`src/rtl/stream_pkg.sv`:
```
// Shared pixel-stream definitions: deframer FSM states, default tail bytes
// and the ceiling-division helper used to size packed payloads.
package stream_pkg;

  typedef enum logic [2:0] {
    ST_DATA,
    ST_TAIL0,
    ST_TAIL1,
    ST_RESYNC0,
    ST_RESYNC1
  } tail_state_e;

  localparam logic [7:0] TAIL_BYTE0 = 8'hA5;
  localparam logic [7:0] TAIL_BYTE1 = 8'h5A;

  function automatic int unsigned ceil_div(input int unsigned num, input int unsigned den);
    return (num + den - 1) / den;
  endfunction

endpackage

```
`src/rtl/tail_deframer_byte_unpacker.sv`:
```
// byte_unpacker: holds one packed byte and shifts its valid elements out
// LSB-first; the next byte may load while the current last element leaves.
module byte_unpacker #(
  parameter int unsigned UnpackedWidth = 1,
  parameter int unsigned PackedNum     = 8,
  parameter int unsigned CntW          = $clog2(PackedNum + 1)
) (
  input  logic                     clk,
  input  logic                     rst,
  input  logic                     enable,
  input  logic                     in_valid,
  output logic                     in_ready,
  input  logic [7:0]               in_data,
  input  logic [CntW-1:0]          in_count,
  input  logic                     in_last,
  output logic                     out_valid,
  input  logic                     out_ready,
  output logic [UnpackedWidth-1:0] out_data,
  output logic                     out_last
);

  logic [7:0]      hold;
  logic [CntW-1:0] left;
  logic            hold_last;

  assign out_valid = (left != '0);
  assign out_data  = hold[UnpackedWidth-1:0];
  assign out_last  = hold_last && (left == CntW'(1));

  // Reload on the final element of a non-final byte so the stream has no bubble.
  assign in_ready = enable &&
                    ((left == '0) || ((left == CntW'(1)) && out_ready && !hold_last));

  always_ff @(posedge clk or posedge rst) begin
    if (rst) begin
      hold      <= '0;
      left      <= '0;
      hold_last <= 1'b0;
    end else if (in_valid && in_ready) begin
      hold      <= in_data;
      left      <= in_count;
      hold_last <= in_last;
    end else if (out_valid && out_ready) begin
      hold <= hold >> UnpackedWidth;
      left <= left - CntW'(1);
    end
  end

endmodule

```
`src/rtl/tail_deframer.sv`:
```
// tail_deframer: unpacks framed byte stream into elements and checks the tail.
// Optional macro TAIL_DEFRAMER_STATS_EN adds saturating frame ok/err counters.
module tail_deframer
  import stream_pkg::*;
#(
  parameter int unsigned UnpackedWidth  = 1,
  parameter int unsigned PackedNum      = 8,
  parameter int unsigned PacketLenElems = 318 * 238,
  parameter logic [7:0]  TailByte0      = TAIL_BYTE0,
  parameter logic [7:0]  TailByte1      = TAIL_BYTE1
) (
  input  logic                     clk_i,
  input  logic                     rst_i,
  input  logic                     valid_i,
  output logic                     ready_o,
  input  logic [7:0]               data_i,
  output logic                     valid_o,
  input  logic                     ready_i,
  output logic [UnpackedWidth-1:0] unpacked_o,
  output logic                     last_o,
  output logic                     frame_ok_o,
  output logic                     frame_err_o
`ifdef TAIL_DEFRAMER_STATS_EN
  ,
  output logic [15:0]              frames_ok_o,
  output logic [15:0]              frames_err_o
`endif
);

  localparam int unsigned CntW        = $clog2(PacketLenElems + 1);
  localparam int unsigned ByteCntW    = $clog2(PackedNum + 1);
  localparam int unsigned PacketBytes = ceil_div(PacketLenElems, PackedNum);
  localparam int unsigned LastCount   = PacketLenElems - (PacketBytes - 1) * PackedNum;

  tail_state_e         state;
  logic [CntW-1:0]     elem_cnt;
  logic [CntW-1:0]     taken;
  logic [CntW-1:0]     remaining;
  logic                consume;
  logic                byte_last;
  logic [ByteCntW-1:0] byte_count;
  logic                unpack_ready;
  logic                in_data_state;

  assign in_data_state = (state == ST_DATA);
  assign consume       = valid_o && ready_i;
  assign ready_o       = in_data_state ? unpack_ready : 1'b1;

  // A new byte only loads when the held byte is empty or emptying this cycle,
  // so elements handed to the unpacker equal delivered plus the one leaving now.
  always_comb begin
    taken      = elem_cnt + CntW'(consume);
    remaining  = CntW'(PacketLenElems) - taken;
    byte_last  = (32'(remaining) <= PackedNum);
    byte_count = byte_last ? ByteCntW'(LastCount) : ByteCntW'(PackedNum);
  end

  byte_unpacker #(
    .UnpackedWidth(UnpackedWidth),
    .PackedNum    (PackedNum),
    .CntW         (ByteCntW)
  ) u_unpacker (
    .clk      (clk_i),
    .rst      (rst_i),
    .enable   (in_data_state),
    .in_valid (valid_i),
    .in_ready (unpack_ready),
    .in_data  (data_i),
    .in_count (byte_count),
    .in_last  (byte_last),
    .out_valid(valid_o),
    .out_ready(ready_i),
    .out_data (unpacked_o),
    .out_last (last_o)
  );

  always_ff @(posedge clk_i or posedge rst_i) begin
    if (rst_i) begin
      state       <= ST_DATA;
      elem_cnt    <= '0;
      frame_ok_o  <= 1'b0;
      frame_err_o <= 1'b0;
    end else begin
      frame_ok_o  <= 1'b0;
      frame_err_o <= 1'b0;
      unique case (state)
        ST_DATA: begin
          if (consume) begin
            elem_cnt <= elem_cnt + CntW'(1);
            if (last_o) state <= ST_TAIL0;
          end
        end
        ST_TAIL0: begin
          if (valid_i) begin
            if (data_i == TailByte0) begin
              state <= ST_TAIL1;
            end else begin
              frame_err_o <= 1'b1;
              state       <= ST_RESYNC0;
            end
          end
        end
        ST_TAIL1: begin
          if (valid_i) begin
            if (data_i == TailByte1) begin
              frame_ok_o <= 1'b1;
              elem_cnt   <= '0;
              state      <= ST_DATA;
            end else begin
              frame_err_o <= 1'b1;
              state       <= (data_i == TailByte0) ? ST_RESYNC1 : ST_RESYNC0;
            end
          end
        end
        ST_RESYNC0: begin
          if (valid_i && (data_i == TailByte0)) state <= ST_RESYNC1;
        end
        ST_RESYNC1: begin
          if (valid_i) begin
            if (data_i == TailByte1) begin
              elem_cnt <= '0;
              state    <= ST_DATA;
            end else if (data_i != TailByte0) begin
              state <= ST_RESYNC0;
            end
          end
        end
        default: state <= ST_DATA;
      endcase
    end
  end

`ifdef TAIL_DEFRAMER_STATS_EN
  always_ff @(posedge clk_i or posedge rst_i) begin
    if (rst_i) begin
      frames_ok_o  <= '0;
      frames_err_o <= '0;
    end else begin
      if (frame_ok_o && (frames_ok_o != '1))   frames_ok_o  <= frames_ok_o + 16'd1;
      if (frame_err_o && (frames_err_o != '1)) frames_err_o <= frames_err_o + 16'd1;
    end
  end
`endif

endmodule

```
`config.mk`:
```
export PLATFORM = sky130hd
export DESIGN_NAME = tail_deframer
export DESIGN_NICKNAME = d
export VERILOG_FILES = /design/src/rtl/stream_pkg.sv /design/src/rtl/tail_deframer_byte_unpacker.sv /design/src/rtl/tail_deframer.sv
export SDC_FILE = /design/constraint.sdc
export NUM_CORES = 1
export LEC_CHECK = 0
export ABC_AREA = 1
export BUFFER_PORTS_ARGS = -buffer_cell sky130_fd_sc_hd__buf_2
export CAP_MARGIN = 20
export CORE_UTILIZATION = 50
export CTS_CLUSTER_SIZE = 16
export DETAILED_ROUTE_END_ITERATION = 8
export PLACE_DENSITY = 0.67
export SLEW_MARGIN = 20
export SYNTH_ARGS = -nofsm -noshare
export SYNTH_HDL_FRONTEND = slang
export SYNTH_HIERARCHICAL = 1
export SYNTH_SLANG_ARGS = --single-unit
```
`constraint.sdc`:
```
create_clock -name clk_i -period 3.5 [get_ports clk_i]
set_clock_uncertainty 0.2 [all_clocks]
set_input_delay 0.175 -clock clk_i [delete_from_list [all_inputs] [get_ports clk_i]]
set_output_delay 0.175 -clock clk_i [all_outputs]
set_load 0.01 [all_outputs]
```
==> results of run 1 <==
-- cell usage after synthesis, drive strengths merged --
cell type / n
a21boi: 1
a21oi: 8
a31oi: 1
buf: 8
clkbuf: 3
conb: 1
dfrtp: 35
ha: 24
inv: 80
nand2: 147
nand3: 49
nand4: 23
nor2: 52
nor3: 6
nor4: 2
o21a: 1
o21ai: 20
o31ai: 6
or2: 2
xnor2: 1
xor2: 9
-- registers in the layout, indices dropped and copies added (netlist names) --
name / cells
elem_cnt: 17
frame_ok_o: 1
frame_err_o: 1
u_unpacker/hold_last: 1
u_unpacker/hold: 8
state: 3
u_unpacker/left: 4
-- cells by family after synthesis --
| logic type | Yosys count |
|---|---|
| adder cells (fa/ha/maj) | 24 |
| flip-flops | 35 |
| AND/OR/NAND/NOR | 281 |
| buffers and inverters | 91 |
| AO/OA/AOI/OAI | 37 |
| other | 1 |
| XOR/XNOR | 10 |
-- per-layer routing --
layer / part of all wire [%] / GRT usage [%] / up-vias
met5: 0 / 0 / -
met4: 1.4 / 6.429 / 0
met3: 3.9 / 3.708 / 11
met2: 44 / 37.14 / 70
met1: 50 / 35.21 / 1371
li1: - / - / 1550
-- critical path: stages, from the launching register on --
cell and delay [ns]:
dfrtp_1 0.38, inv_1 0.09, ha_1 0.24, nand2_2 0.13, nand2_1 0.10, ha_1 0.19, ha_1 0.18, inv_1 0.09
ha_1 0.16, inv_1 0.06, nand2_1 0.08, nand2_1 0.08, nand2_1 0.09, nand2_1 0.08, o21ai_2 0.14, nand2_1 0.07
nand2_1 0.06, nand2_1 0.04, nor2_1 0.13, nand2_1 0.06, nor2_1 0.11, inv_1 0.06, nand4_1 0.08, nand2_1 0.06
nand2_1 0.05
-- stage by stage --
step           instance area, um^2  instances  power [uW]
2_1_floorplan                 3143        480        1796
3_3_place_gp                  3252        561        2045
3_5_place_dp                  3252        561        2074
4_1_cts                       3357        571        2383
5_1_grt                       3357        571        2612
6_report                      3357        571        2380
-- power by group through the flow --
stage                     Clock, uW  Sequential (uW)  Combinational, uW
after floorplan                   0              653               1140
after global placement            0              696               1350
after detailed placement          0              699               1380
after CTS                       311              692               1380
after global routing            326              717               1570
final                           298              696               1390
-- worst max path at each step --
stage / startpoint / end / slack (ns) / cells after the start
2_1_floorplan: u_unpacker/left[0] / u_unpacker/left[2] / 0.72 / 24
6_report: u_unpacker/left[0] / u_unpacker/left[2] / 0.43 / 24
5_1_grt: u_unpacker/left[0] / u_unpacker/left[2] / 0.08 / 24
3_5_place_dp: u_unpacker/left[0] / u_unpacker/left[2] / 0.49 / 24
4_1_cts: u_unpacker/left[0] / u_unpacker/left[2] / 0.46 / 24
3_3_place_gp: u_unpacker/left[0] / u_unpacker/left[2] / 0.61 / 24
-- cell type report --
class	instances	share of cell area [%]
Sequential cell	35	26.09
Clock inverter	2	0.3727
Inverter	80	9.020
Tap cell	75	2.795
Timing Repair Buffer	19	3.131
Clock buffer	6	2.162
Multi-Input combinational cell	354	56.43
==> metrics.txt, run 1 <==
status finished, final reports clean; Post-CTS Setup Inserts 0; Slew headroom 40.10%; clock buffer depth 2; Remaining DRCs 0; n_diodes 0; kind of end point of the critical path flip-flop; Post-Synth XOR/XNOR Area 2.790%; port bufs 17; GRT Total Usage 24.29%; Synth cell types 36; GRT overflow 0; Synth area leaders dfrtp_1 28%, nand2_1 17%, ha_1 9.6%; min Tclk post-route 3.066 ns; Warnings, synthesis 6; Placement Setup Slack 0.4911 ns; hold buffers post-CTS 2; post-DR vias/cell 5.257; critical path arrival 3.10 ns; chip height 81.24 um; RSZ-0062 raised after global routing no; CTS tree yes; Max Fanout on Critical Path 5; sequential area share after synthesis 27.90%; clk sink count 35; power per cell area 709.1 nW/um^2; worst r2r dst u_unpacker/left[2]; global-route wire length before repair 12250 um; clock latency on the worst-skew pair 0.29 ns; critical path class reg2reg; CTS root buf clkbuf_8; Die X 81.24 um; combinational power share 58.3%; area of the multi-input gates 1894 um^2; clock share of power 12.5%; f_max 326.2 MHz; worst reg2reg startpoint u_unpacker/left[0]; hold depth 5; Synth Area in Simple Gates 40.29%; Pre-antenna DRT Iters 5; Final GP Congestion 0.8998; register-to-register setup slack 0.43 ns; worst endpoint required time 3.53 ns; Critical Path Source Type flip-flop; Sw Pwr 1256 uW; share of layout cells above drive strength 1 9.879%; largest net degree at the start of global routing 25; R2R cell count 24; Hold Path Sink u_unpacker/hold[2]; flops & latches, synth 35; Flop pwr share 29.2%; HPWL after DPL 5636 um; post-cts sizing count 0; Yosys top cell area share 27.90%; die area 6599 um^2; hold_sp data_i[2]; Syn Inst Count 479; Final Max Tran Viols 0; post-synthesis mux area share 0%; mapped cell area 3139 um^2; Vias 3002; Tcrit/Tclk final 87.60%; Hold WC Path Type in2reg; mean post-synth cell area 6.554 um^2; Max Cap Viol 0; Hold Violations, Final 0; pin slew with the least headroom to its limit 0.8930 ns; initial drt markers 188; final setup fails 0; initial antenna violation count 0; Filler Cells Inserted 591; Peak supply drop 0.5103 mV; Reg area 875.8 um^2; Layout Utilization 56.04%; Leak Pwr 0.001708 uW; Synth area leader dfrtp_1; WHS 0.01160 ns; switch share 52.78%; Initial Util 52.40%; Core Region 5991 um^2; htree depth 2; area delta synth->final 6.935%; Power Internal 1124 uW; I/O Pins 18; Nets 531; setup ws final 0.4342 ns; Num CTS Buffers 5; Fin Setup TNS 0 ns; antenna-violating nets left 0; commonest non-fill, non-tap cells in the layout 139 x nand2_1, 75 x inv_1, 48 x nand3_1, 47 x nor2_1, 35 x dfrtp_1; detail-routed net length per standard cell 13.08 um; number of global-route vias before repair 2622; cell row count 28; largest family of logic cells by synthesized area simple AND/OR/NAND/NOR gates; adder-cell share of the synthesized area 9.566%; commonest non-fill, non-tap cell in the layout nand2_1; clock-pin slew on the worst setup and hold paths 0.08 ns; routed wire length 7468 um; compound-gate portion of the synthesized area 7.453%
Power figures use the tool's default switching activity.
==> inputs of run 2 (changes only) <==
Settings changed: CORE_UTILIZATION 50 to 34, PLACE_DENSITY 0.67 to default.
==> metrics.txt, run 2 (synthesis gave the netlist of run 1 again) <==
Remaining DRCs 0; slowest CP cell dfrtp_1; post-DR vias/cell 4.879; cell row count 34; final setup fails 0; worst endpoint required time 3.54 ns; die area 9622 um^2; chip height 98.09 um; global-route wire length before repair 13280 um; HPWL after DPL 5902 um; Initial Util 35.48%; Hold Violations, Final 0; detail-routed net length per standard cell 12.58 um; RSZ-0062 raised after global routing no; CP Buf/Inv Count 4; hold depth 5; number of global-route vias before repair 2841; pin slew with the least headroom to its limit 0.9170 ns; R2R cell count 24; kind of end point of the critical path flip-flop; Max Fanout on Critical Path 5; clock latency on the worst-skew pair 0.30 ns; Layout Utilization 38.41%; GRT overflow 0; port bufs 17; number of flip-flops under the largest register name 17; clock buffer depth 2; post-cts sizing count 0; Slew headroom 38.80%; Tcrit/Tclk final 86.34%; critical path class reg2reg; Max Cap Viol 0; worst reg2reg startpoint u_unpacker/left[0]; antenna-violating nets left 0; initial antenna violation count 0; clock-pin slew on the worst setup and hold paths 0.08 ns; initial drt markers 173; crit-path cells inv_1 -> ha_1 -> nand2_2 -> nand2_1 -> ha_1 -> ha_1 -> inv_1 -> ha_1 -> inv_1 -> nand2_1 -> nand2_1 -> nand2_1 -> nand2_1 -> o21ai_2 -> nand2_1 -> nand2_1 -> nand2_1 -> nor2_1 -> nand2_1 -> nor2_1 -> inv_1 -> nand4_1 -> nand2_1 -> nand2_1; Leak Pwr 0.001712 uW; Nets 531; CTS tree yes; Final Max Tran Viols 0; CP most frequent cell nand2_1; routed wire length 7601 um; Peak supply drop 0.3168 mV; area delta synth->final 8.250%; GRT Total Usage 17.04%; Final GP Congestion 0.8873; Die X 98.09 um; power per cell area 696.7 nW/um^2; Hold WC Path Type in2reg; status finished, final reports clean; top flop regs elem_cnt (17), u_unpacker/hold (8), u_unpacker/left (4); critical path arrival 3.06 ns; I/O Pins 18; Pre-antenna DRT Iters 5; total stage count of the critical path 24; Critical Path Source Type flip-flop; clk sink count 35; commonest non-fill, non-tap cell in the layout nand2_1; largest net degree at the start of global routing 25; htree depth 2; Vias 2947; Fin Setup TNS 0 ns; f_max 330.9 MHz; hold_sp data_i[2]; Largest Register elem_cnt; commonest non-fill, non-tap cells in the layout 139 x nand2_1, 76 x inv_1, 48 x nand3_1, 47 x nor2_1, 35 x dfrtp_1; CTS root buf clkbuf_8; min Tclk post-route 3.022 ns; slowest stage delay, CP 0.37 ns; Crit path max-delay family simple AND/OR/NAND/NOR gates; Num CTS Buffers 5; WHS 0.004833 ns; hold buffers post-CTS 2; CP startpoint u_unpacker/left[0]; n_diodes 0; Core Region 8848 um^2; Post-CTS Setup Inserts 0; share of layout cells above drive strength 1 9.879%
## run 2: changes by cell type in the layout (fill, tap and decap cells not counted)
cell and delta:
clkinv_1 -1, inv_1 +1
## run 2: layer usage
| metal | share of wire (%) | GRT usage [%] | vias to the layer above | routed length, um |
|---|---|---|---|---|
| met1 | 49 | 22.76 | 1320 | 3716 |
| li1 | - | - | 1553 | - |
| met5 | 0 | 0 | - | 0 |
| met2 | 46 | 28.66 | 62 | 3460 |
| met4 | 1.6 | 5.944 | 0 | 125 |
| met3 | 3.9 | 1.646 | 12 | 299 |
## run 2: cell type report
cell class	instances	area [um^2]
multi-input cells	354	1894
inverters	80	302.8
well taps	108	135.1
clock inverters	2	12.51
flip-flops and latches	35	875.8
clock buffers	6	72.57
repair buffers	19	105.1
fillers	954	5450
## run 2: power by group
part / switching (uW) / internal [uW] / total (uW)
Combinational: 931 / 438 / 1370
Clock: 164 / 139 / 304
Sequential: 151 / 544 / 694
Total: 1250 / 1120 / 2370
## run 2: worst paths after layout
kind                                      end  slack (ns)
max                        u_unpacker/left[2]        0.48
min                        u_unpacker/hold[2]       0.005
max reg2reg                u_unpacker/left[2]        0.48
min reg2reg                u_unpacker/hold[0]        0.31
max in group asynchronous        elem_cnt[16]        2.11
min in group asynchronous  u_unpacker/left[2]        0.26
## run 2: through the flow
| step | power [uW] | worst slack, ns | cell area, um^2 | instances |
|---|---|---|---|---|
| 3_3_place_gp | 2055 | 0.5932 | 3293 | 594 |
| 6_report | 2368 | 0.4780 | 3398 | 604 |
| 4_1_cts | 2384 | 0.4752 | 3398 | 604 |
| 5_1_grt | 2638 | 0.1221 | 3398 | 604 |
| 2_1_floorplan | 1796 | 0.7206 | 3143 | 480 |
| 3_5_place_dp | 2073 | 0.4965 | 3293 | 594 |
## run 2: tightest hold or removal path, cell delays in order
cell and delay [ns]:
buf_2 0.09, inv_1 0.03, nand4_1 0.07, nand2_1 0.05
nand2_1 0.05
